<file path="src/rtl/if_id_stage_buffer_pkg.sv">
// pipeline_pkg: word width, NOP encoding, PC step and the buffered entry type shared by fetch and decode
package pipeline_pkg;
  localparam int WORD_WIDTH = 32;
  typedef logic [WORD_WIDTH-1:0] word_t;
  localparam word_t MIPS_NOP = 32'h0000_0000;
  localparam word_t PC_INCREMENT = 32'd4;
  typedef struct packed {
    word_t instruction;
    word_t program_counter;
  } entry_t;
endpackage

</file>
<file path="src/rtl/if_id_stage_buffer_if.sv">
// if_id_stage_buffer_if: fetch-side and decode-side handshake bundle; slave is the buffer
interface if_id_stage_buffer_if;
  import pipeline_pkg::*;
  word_t fetch_instruction;
  word_t fetch_program_counter;
  logic fetch_valid;
  logic fetch_ready;
  logic flush;
  word_t decode_instruction;
  word_t decode_program_counter;
  word_t decode_pc_plus_4;
  logic decode_valid;
  logic decode_ready;
  modport slave (
    input fetch_instruction, fetch_program_counter, fetch_valid, flush, decode_ready,
    output fetch_ready, decode_instruction, decode_program_counter, decode_pc_plus_4, decode_valid
  );
  modport master (
    output fetch_instruction, fetch_program_counter, fetch_valid, flush, decode_ready,
    input fetch_ready, decode_instruction, decode_program_counter, decode_pc_plus_4, decode_valid
  );
endinterface

</file>
<file path="src/rtl/if_id_stage_buffer_fifo_storage.sv">
// if_id_fifo_storage: entry register array written on push with a combinational head read
module if_id_fifo_storage
  import pipeline_pkg::*;
#(
  parameter int DEPTH = 2,
  parameter int PTR_WIDTH = $clog2(DEPTH)
) (
  input  logic                 system_clock,
  input  logic                 write_enable,
  input  logic [PTR_WIDTH-1:0] write_pointer,
  input  entry_t               write_entry,
  input  logic [PTR_WIDTH-1:0] read_pointer,
  output entry_t               head_entry
);
  entry_t mem [DEPTH];
  always_ff @(posedge system_clock)
    if (write_enable) mem[write_pointer] <= write_entry;
  assign head_entry = mem[read_pointer];
endmodule

</file>
<file path="src/rtl/if_id_stage_buffer.sv">
// if_id_stage_buffer: IF/ID FIFO with flush and NOP-when-empty; define IF_ID_STALL_COUNT_EN for stall_cycle_count
module if_id_stage_buffer
  import pipeline_pkg::*;
#(
  parameter int DEPTH = 2
) (
  input  logic                  system_clock,
  input  logic                  reset,
  if_id_stage_buffer_if.slave   bus
`ifdef IF_ID_STALL_COUNT_EN
  ,
  output logic [WORD_WIDTH-1:0] stall_cycle_count
`endif
);
  localparam int PW = $clog2(DEPTH);
  localparam logic [PW:0] FULL = (PW+1)'(DEPTH);
  logic [PW-1:0] write_pointer, read_pointer;
  logic [PW:0] count;
  logic push, pop;
  entry_t head;
  assign bus.fetch_ready = count != FULL;
  assign bus.decode_valid = count != '0;
  assign push = bus.fetch_valid & bus.fetch_ready & ~bus.flush;
  assign pop = bus.decode_valid & bus.decode_ready & ~bus.flush;
  always_ff @(posedge system_clock) begin
    if (reset || bus.flush) begin
      write_pointer <= '0;
      read_pointer <= '0;
      count <= '0;
    end else begin
      if (push) write_pointer <= write_pointer + 1'b1;
      if (pop) read_pointer <= read_pointer + 1'b1;
      count <= count + (PW+1)'(push) - (PW+1)'(pop);
    end
  end
  if_id_fifo_storage #(.DEPTH(DEPTH), .PTR_WIDTH(PW)) storage (
    .system_clock (system_clock),
    .write_enable (push),
    .write_pointer(write_pointer),
    .write_entry  ({bus.fetch_instruction, bus.fetch_program_counter}),
    .read_pointer (read_pointer),
    .head_entry   (head)
  );
  assign bus.decode_instruction = bus.decode_valid ? head.instruction : MIPS_NOP;
  assign bus.decode_program_counter = bus.decode_valid ? head.program_counter : MIPS_NOP;
  assign bus.decode_pc_plus_4 = bus.decode_valid ? head.program_counter + PC_INCREMENT : MIPS_NOP;
`ifdef IF_ID_STALL_COUNT_EN
  always_ff @(posedge system_clock) begin
    if (reset) stall_cycle_count <= '0;
    else if (bus.decode_valid && !bus.decode_ready && !bus.flush && stall_cycle_count != '1)
      stall_cycle_count <= stall_cycle_count + 1'b1;
  end
`endif
endmodule
</file>
<file path="src/flat_wrapper.sv">
// flat-port wrapper written by rule: the top's interface ports become plain ports
module if_id_stage_buffer_flat import pipeline_pkg::*;
#(
  parameter int DEPTH = 2
)
  (system_clock, reset, bus_fetch_instruction, bus_fetch_program_counter, bus_fetch_valid, bus_flush, bus_decode_ready, bus_fetch_ready, bus_decode_instruction, bus_decode_program_counter, bus_decode_pc_plus_4, bus_decode_valid);
  if_id_stage_buffer_if bus_i ();
  input  logic system_clock;
  input  logic reset;
  input wire logic [$bits(bus_i.fetch_instruction)-1:0] bus_fetch_instruction;
  input wire logic [$bits(bus_i.fetch_program_counter)-1:0] bus_fetch_program_counter;
  input wire logic [$bits(bus_i.fetch_valid)-1:0] bus_fetch_valid;
  input wire logic [$bits(bus_i.flush)-1:0] bus_flush;
  input wire logic [$bits(bus_i.decode_ready)-1:0] bus_decode_ready;
  output wire logic [$bits(bus_i.fetch_ready)-1:0] bus_fetch_ready;
  output wire logic [$bits(bus_i.decode_instruction)-1:0] bus_decode_instruction;
  output wire logic [$bits(bus_i.decode_program_counter)-1:0] bus_decode_program_counter;
  output wire logic [$bits(bus_i.decode_pc_plus_4)-1:0] bus_decode_pc_plus_4;
  output wire logic [$bits(bus_i.decode_valid)-1:0] bus_decode_valid;
  assign bus_i.fetch_instruction = bus_fetch_instruction;
  assign bus_i.fetch_program_counter = bus_fetch_program_counter;
  assign bus_i.fetch_valid = bus_fetch_valid;
  assign bus_i.flush = bus_flush;
  assign bus_i.decode_ready = bus_decode_ready;
  assign bus_fetch_ready = bus_i.fetch_ready;
  assign bus_decode_instruction = bus_i.decode_instruction;
  assign bus_decode_program_counter = bus_i.decode_program_counter;
  assign bus_decode_pc_plus_4 = bus_i.decode_pc_plus_4;
  assign bus_decode_valid = bus_i.decode_valid;
  if_id_stage_buffer #(.DEPTH(DEPTH)) u_core (.system_clock(system_clock), .reset(reset), .bus(bus_i));
endmodule
</file>
<file path="config.mk">
export PLATFORM = sky130hd
export DESIGN_NAME = if_id_stage_buffer_flat
export DESIGN_NICKNAME = d
export VERILOG_FILES = /design/src/rtl/if_id_stage_buffer_pkg.sv /design/src/rtl/if_id_stage_buffer_if.sv /design/src/rtl/if_id_stage_buffer_fifo_storage.sv /design/src/rtl/if_id_stage_buffer.sv /design/src/flat_wrapper.sv
export SDC_FILE = /design/constraint.sdc
export NUM_CORES = 1
export LEC_CHECK = 0
export ABC_CLOCK_PERIOD_IN_PS = 4700
export CAP_MARGIN = 20
export CORE_MARGIN = 5
export CORE_UTILIZATION = 44
export DETAILED_ROUTE_END_ITERATION = 7
export PLACE_DENSITY = 0.76
export RECOVER_POWER = 100
export REMOVE_ABC_BUFFERS = 1
export SYNTH_ARGS = -nofsm -noshare
export SYNTH_HDL_FRONTEND = slang
export SYNTH_HIERARCHICAL = 1
export SYNTH_SLANG_ARGS = --single-unit
</file>
<file path="constraint.sdc">
create_clock -name system_clock -period 4.7 [get_ports system_clock]
set_input_delay 0.94 -clock system_clock [delete_from_list [all_inputs] [get_ports system_clock]]
set_output_delay 0.94 -clock system_clock [all_outputs]
set_load 0.02 [all_outputs]
</file>
-- Word-level counts from Yosys, hierarchy flattened
Memories as Yosys holds them, arrays and structs flattened. A register that Yosys moved wholly into a read port is not among the register bits.
Index checks and enable logic that the tools add are counted.
- add/subtract/negate cells: 5
- equal/unequal tests: 1
- mux-type cells: 7
- bitwise gates (word level): 5
- reductions and logical operators: 2
- operators by type and width (cell ; number):
    $mux 32 ; 3
    $add 32x3->32 const B ; 1
    $and 1x1->1 ; 4
    $mux 1 ; 4
    $add 1x1->1 const B ; 2
    $add 2x1->2 ; 1
    $ne 2x2->1 const B ; 1
    $reduce_bool 2->1 ; 1
    $sub 2x1->2 ; 1
    $logic_or 1x1->1 ; 1
    $not 1->1 ; 1
- register bits: 4
- memory bits (writable): 128
- input bits: 69
- output and inout bits: 98
- word-level logic and storage cells: 24
- memories: 1
- memory list (memory ; words ; bits a word ; rd ports ; clocked after memory_dff ; wr ports ; line ; RTL):
    u_core.storage.mem ; 2 ; 64 ; 1 ; 1 ; 1 ; if_id_stage_buffer_fifo_storage.sv:15 ; entry_t mem [DEPTH];

-- Longest topological paths before layout
- depth after elaboration: 5
- gate-level depth with buffers: 11
- mapped depth without buffers: 10

-- Cells and area by module
The synthesis kept the hierarchy.
- by module, submodules not included (module ; instances ; cells each ; area each (um^2) ; sequential area each (um^2)):
    if_id_fifo_storage ; 1 ; 201 ; 4933.5 ; 3843.7
    if_id_stage_buffer ; 1 ; 222 ; 1381.3 ; 80.1

-- Worst setup path before layout
Ideal clock, no wire load.
- kind: in2reg
- start point: in bus_fetch_valid
- end point: mem u_core/storage/mem[0][0] (netlist bit), enable pin
- library setup time: 494 ps
- arrival time: 3999 ps
- data required time: 4206 ps
- path slack: 207 ps
- cell stages on the path: 3
- path buffers: 0
- cells stage by stage: nand2_1 nor2_1 nor2b_1
- word-level cells in the longest chain between the ends: 4
- RTL lines (element ; line ; RTL):
    start: declaration ; flat_wrapper.sv:12 ; input wire logic [$bits(bus_i.fetch_valid)-1:0] bus_fetch_valid;
    $and 1x1->1 (2 in a row) ; if_id_stage_buffer.sv:23 ; assign push = bus.fetch_valid & bus.fetch_ready & ~bus.flush;
    named net u_core.push ; if_id_stage_buffer.sv:19 ; logic push, pop;
    $mux 1 ; if_id_stage_buffer_fifo_storage.sv:17 ; if (write_enable) mem[write_pointer] <= write_entry;
    $mux 1 (not written as such) ; if_id_stage_buffer_fifo_storage.sv:17 ;
    end: declaration ; if_id_stage_buffer_fifo_storage.sv:15 ;
The timed path passes the listed nets, and every way through them passes these cells.

==> impl_metrics.json <==
{
  "wl_per_cell_um": 17.7,
  "die_w_um": 130,
  "min_path_type": "flip-flop to flip-flop",
  "dieHeight_um": 130,
  "power.internal_mw": 2.30,
  "yosysSeqAreaShare_pct": 62.1,
  "cts_sinks": 132,
  "finish.instance_area_um2": 8670,
  "period_share_pct": 97.2,
  "pwr-share-seq_pct": 46.1,
  "drive_gt1_share_pct": 17.7,
  "synthAdderAreaFrac_pct": 0.594,
  "finalSetupViolCount": 0,
  "syn_inst": 423,
  "grtUsageTotal_pct": 16.9,
  "ir_worst_vdd_v": 0.000240,
  "h-tree-depth": 4,
  "switching_share_pct": 21.0,
  "synth-xor-area-share_pct": 1.80,
  "ys_warn_count": 6,
  "slowest_stage": "clkdlybuf4s50_1",
  "clkPwrFrac_pct": 44.6,
  "arrival_ns": 3.63,
  "cts_root_buffer": "clkbuf_16",
  "timing.rr.end": "u_core/storage/mem[0][34]",
  "pin_count": 167,
  "outcome": "complete, but fails checks",
  "cts_buffers": 17,
  "criticalPathCategory": "flip-flop to output port",
  "crit_chain": "buf_4 -> mux2_4 -> and4_1 -> nand3_1 -> or4_1 -> a21oi_1 -> clkdlybuf4s50_1",
  "syn_area_per_cell_um2": 14.9,
  "rsz0062_at_grt": "false",
  "synth_cell_types": 34,
  "drt-total-wl_mm": 14.1,
  "reg2reg_slack_ns": 0.92,
  "clockBufferDepth": 2,
  "vias_per_cell": 5.10,
  "relSlewSlack_pct": -89.3,
  "place_congestion": 0.822,
  "antenna_found_initial": 6,
  "worstSetupStartpointType": "flip-flop",
  "hold_viol_final": 0,
  "utilization_pct": 61.9,
  "setup_tns_ns": 0,
  "power_density_nw_per_um2": 336,
  "grt_pass1_wl_mm": 21.9,
  "clk_pin_slew_ns": 0.06,
  "synth_mux_area_share_pct": 15.5,
  "critPathBufInv": 2,
  "nets": 664,
  "synthSimpleGateAreaFrac_pct": 13.8,
  "ys_ff_latch": 132,
  "cts_resized": 0,
  "grt_max_degree": 65,
  "post_dp_cell_area_um2": 8060,
  "syn-cell-area_um2": 6310,
  "dp.cells": 753,
  "ant_nets": 0,
  "finalClockSkew_ns": 0.0206,
  "insertion_delay_ns": 0.41,
  "end_kind": "output port",
  "cp_max_fo": 21,
  "synth_compound_area_share_pct": 2.62,
  "min_path_cells": 2,
  "die-area_um2": 16800,
  "worst-r2r-cell-count": 5,
  "fmax_mhz": 219,
  "post-dp-hpwl_mm": 9.87,
  "grt_overflow": 0,
  "post_cts_buffers": 0,
  "violations": "capacitance limit, slew limit",
  "grt_pass1_vias": 4259,
  "drtPass1Iterations": 4,
  "p_sw_mw": 0.612,
  "vias": 4043,
  "cts_hold_buf": 0,
  "tightest_slew_ns": 2.83,
  "critical_path.top_delay_family": "simple AND/OR/NAND/NOR gates",
  "synth_top_family_by_area": "multiplexers",
  "pwr-share-comb_pct": 9.3,
  "portBuffers": 166,
  "cp_slowest_stage_delay_ns": 0.63,
  "final_cells": 793,
  "post-route-min-period_ns": 4.57,
  "cts_tree": "yes",
  "holdCritStartpoint": "u_core/count[1]",
  "drc": 0,
  "slew_violations": 160,
  "syn2layout_area_growth_pct": 37.2,
  "hold_end": "u_core/count[1]",
  "coreArea_um2": 14000,
  "p_leak_nw": 3.15,
  "initial_core_util_pct": 45.1,
  "placementRows": 43,
  "drtIter0Drc": 163,
  "worstReg2RegStart": "u_core/count[0]",
  "maxCapViolCount": 3,
  "required_ns": 3.76
}
-- logic make-up (layout without fill, tap and decap cells) --
family | Yosys count | count (layout)
mux | 67 | 67
other cells | 0 | 8
compound gates | 29 | 29
flops | 132 | 132
xor+xnor | 13 | 13
fa+ha+maj | 3 | 3
simple gates | 150 | 150
buf+inv | 29 | 211
-- worst register-to-register path, stage by stage (launching register included) --
cell,delay (ns)
dfxtp_1,0.37
nand2b_1,0.14
nand2_1,0.10
nor2_1,0.17
nor2b_1,2.12
buf_4,0.56
-- layout by cell type, fill, tap and decap left out, drive strengths merged, types with 9 or more instances in the layout --
cell,netlist,routed
a21oi,13,13
mux2,67,67
dlygate4sd3,0,115
and2,62,62
nand4,9,9
clkbuf,9,19
nand2,12,12
nand3,11,11
nor2,20,20
edfxtp,128,128
or4,11,11
clkdlybuf4s50,0,51
-- power by group through the flow --
| stage | registers [mW] | clock network, mW | logic (mW) |
|---|---|---|---|
| floorplan | 1.37 | 0 | 0.138 |
| global placement | 1.36 | 0 | 0.285 |
| detailed placement | 1.37 | 0 | 0.291 |
| CTS | 1.34 | 1.33 | 0.293 |
| global route | 1.34 | 1.39 | 0.293 |
| finish | 1.34 | 1.30 | 0.271 |
-- sequential cells by signal, summed over array words and instances, names as in the netlist --
register and flops:
u_core/storage/mem 128, u_core/count 2, u_core/read_pointer 1, u_core/write_pointer 1
-- stage by stage --
stage	total power [mW]	worst slack, ns	hold slack, ns
6_report	2.91	0.130	0.617
5_1_grt	3.02	0.00336	0.653
4_1_cts	2.97	0.131	0.622
3_5_place_dp	1.66	0.580	0.602
3_3_place_gp	1.65	0.688	0.563
2_1_floorplan	1.51	-0.930	0.533
-- final cells by class --
cell class                      instances  area [µm²]
Antenna cell                            8        20.0
Fill cell                            1050        5320
Sequential cell                       132        3930
Timing Repair Buffer                  172        1710
Clock inverter                         13         158
Inverter                                7        26.3
Tap cell                              180         225
Multi-Input combinational cell        262        2170
Clock buffer                           19         433
-- routing by layer --
metal,up-vias,wire length [µm],GRT usage [%]
li1,1933,-,-
met1,1944,5520,19.3
met2,148,6960,28.6
met3,14,1420,7.82
met4,4,129,5.20
met5,-,19,0
-- worst max-delay path by stage --
| stage | from | to | slack (ns) | depth (start not counted) |
|---|---|---|---|---|
| floorplan | u_core/read_pointer | bus_decode_pc_plus_4[28] | -0.93 | 6 |
| global placement | u_core/read_pointer | bus_decode_pc_plus_4[26] | 0.69 | 7 |
| detailed placement | u_core/read_pointer | bus_decode_pc_plus_4[26] | 0.58 | 7 |
| CTS | u_core/read_pointer | bus_decode_pc_plus_4[26] | 0.13 | 7 |
| global route | u_core/read_pointer | bus_decode_pc_plus_4[26] | 0.003 | 7 |
| finish | u_core/read_pointer | bus_decode_pc_plus_4[26] | 0.13 | 7 |
-- Yosys cell counts --
| library cell | instances | area [µm²] |
|---|---|---|
| and2_1 | 62 | 388 |
| ha_1 | 3 | 37.5 |
| or2_2 | 1 | 6.26 |
| clkbuf_2 | 1 | 5.00 |
| nor3b_1 | 1 | 7.51 |
| and4_1 | 5 | 43.8 |
| nand4_1 | 8 | 50.1 |
| buf_4 | 2 | 15.0 |
| nand4_2 | 1 | 12.5 |
| mux2_4 | 60 | 901 |
| dfxtp_1 | 4 | 80.1 |
| clkbuf_1 | 8 | 30.0 |
| nand3_1 | 11 | 55.1 |
| nand2b_1 | 1 | 6.26 |
| nor2b_1 | 1 | 6.26 |
| buf_12 | 6 | 120 |
| buf_6 | 1 | 11.3 |
| a21oi_1 | 13 | 65.1 |
| inv_1 | 7 | 26.3 |
| edfxtp_1 | 128 | 3840 |
| buf_1 | 2 | 7.51 |
| buf_2 | 2 | 10.0 |
| xnor2_1 | 5 | 43.8 |
| o21ai_0 | 8 | 40.0 |
| nor4_1 | 1 | 6.26 |
| and3_1 | 2 | 12.5 |
| or4_1 | 11 | 82.6 |
| nor3_1 | 7 | 35.0 |
| mux2_2 | 7 | 78.8 |
| xor2_1 | 8 | 70.1 |
| nand2_1 | 12 | 45.0 |
| nor2_1 | 20 | 75.1 |
| o31ai_1 | 8 | 60.1 |
| or3_1 | 6 | 37.5 |
(Power assumes the default switching activity.)
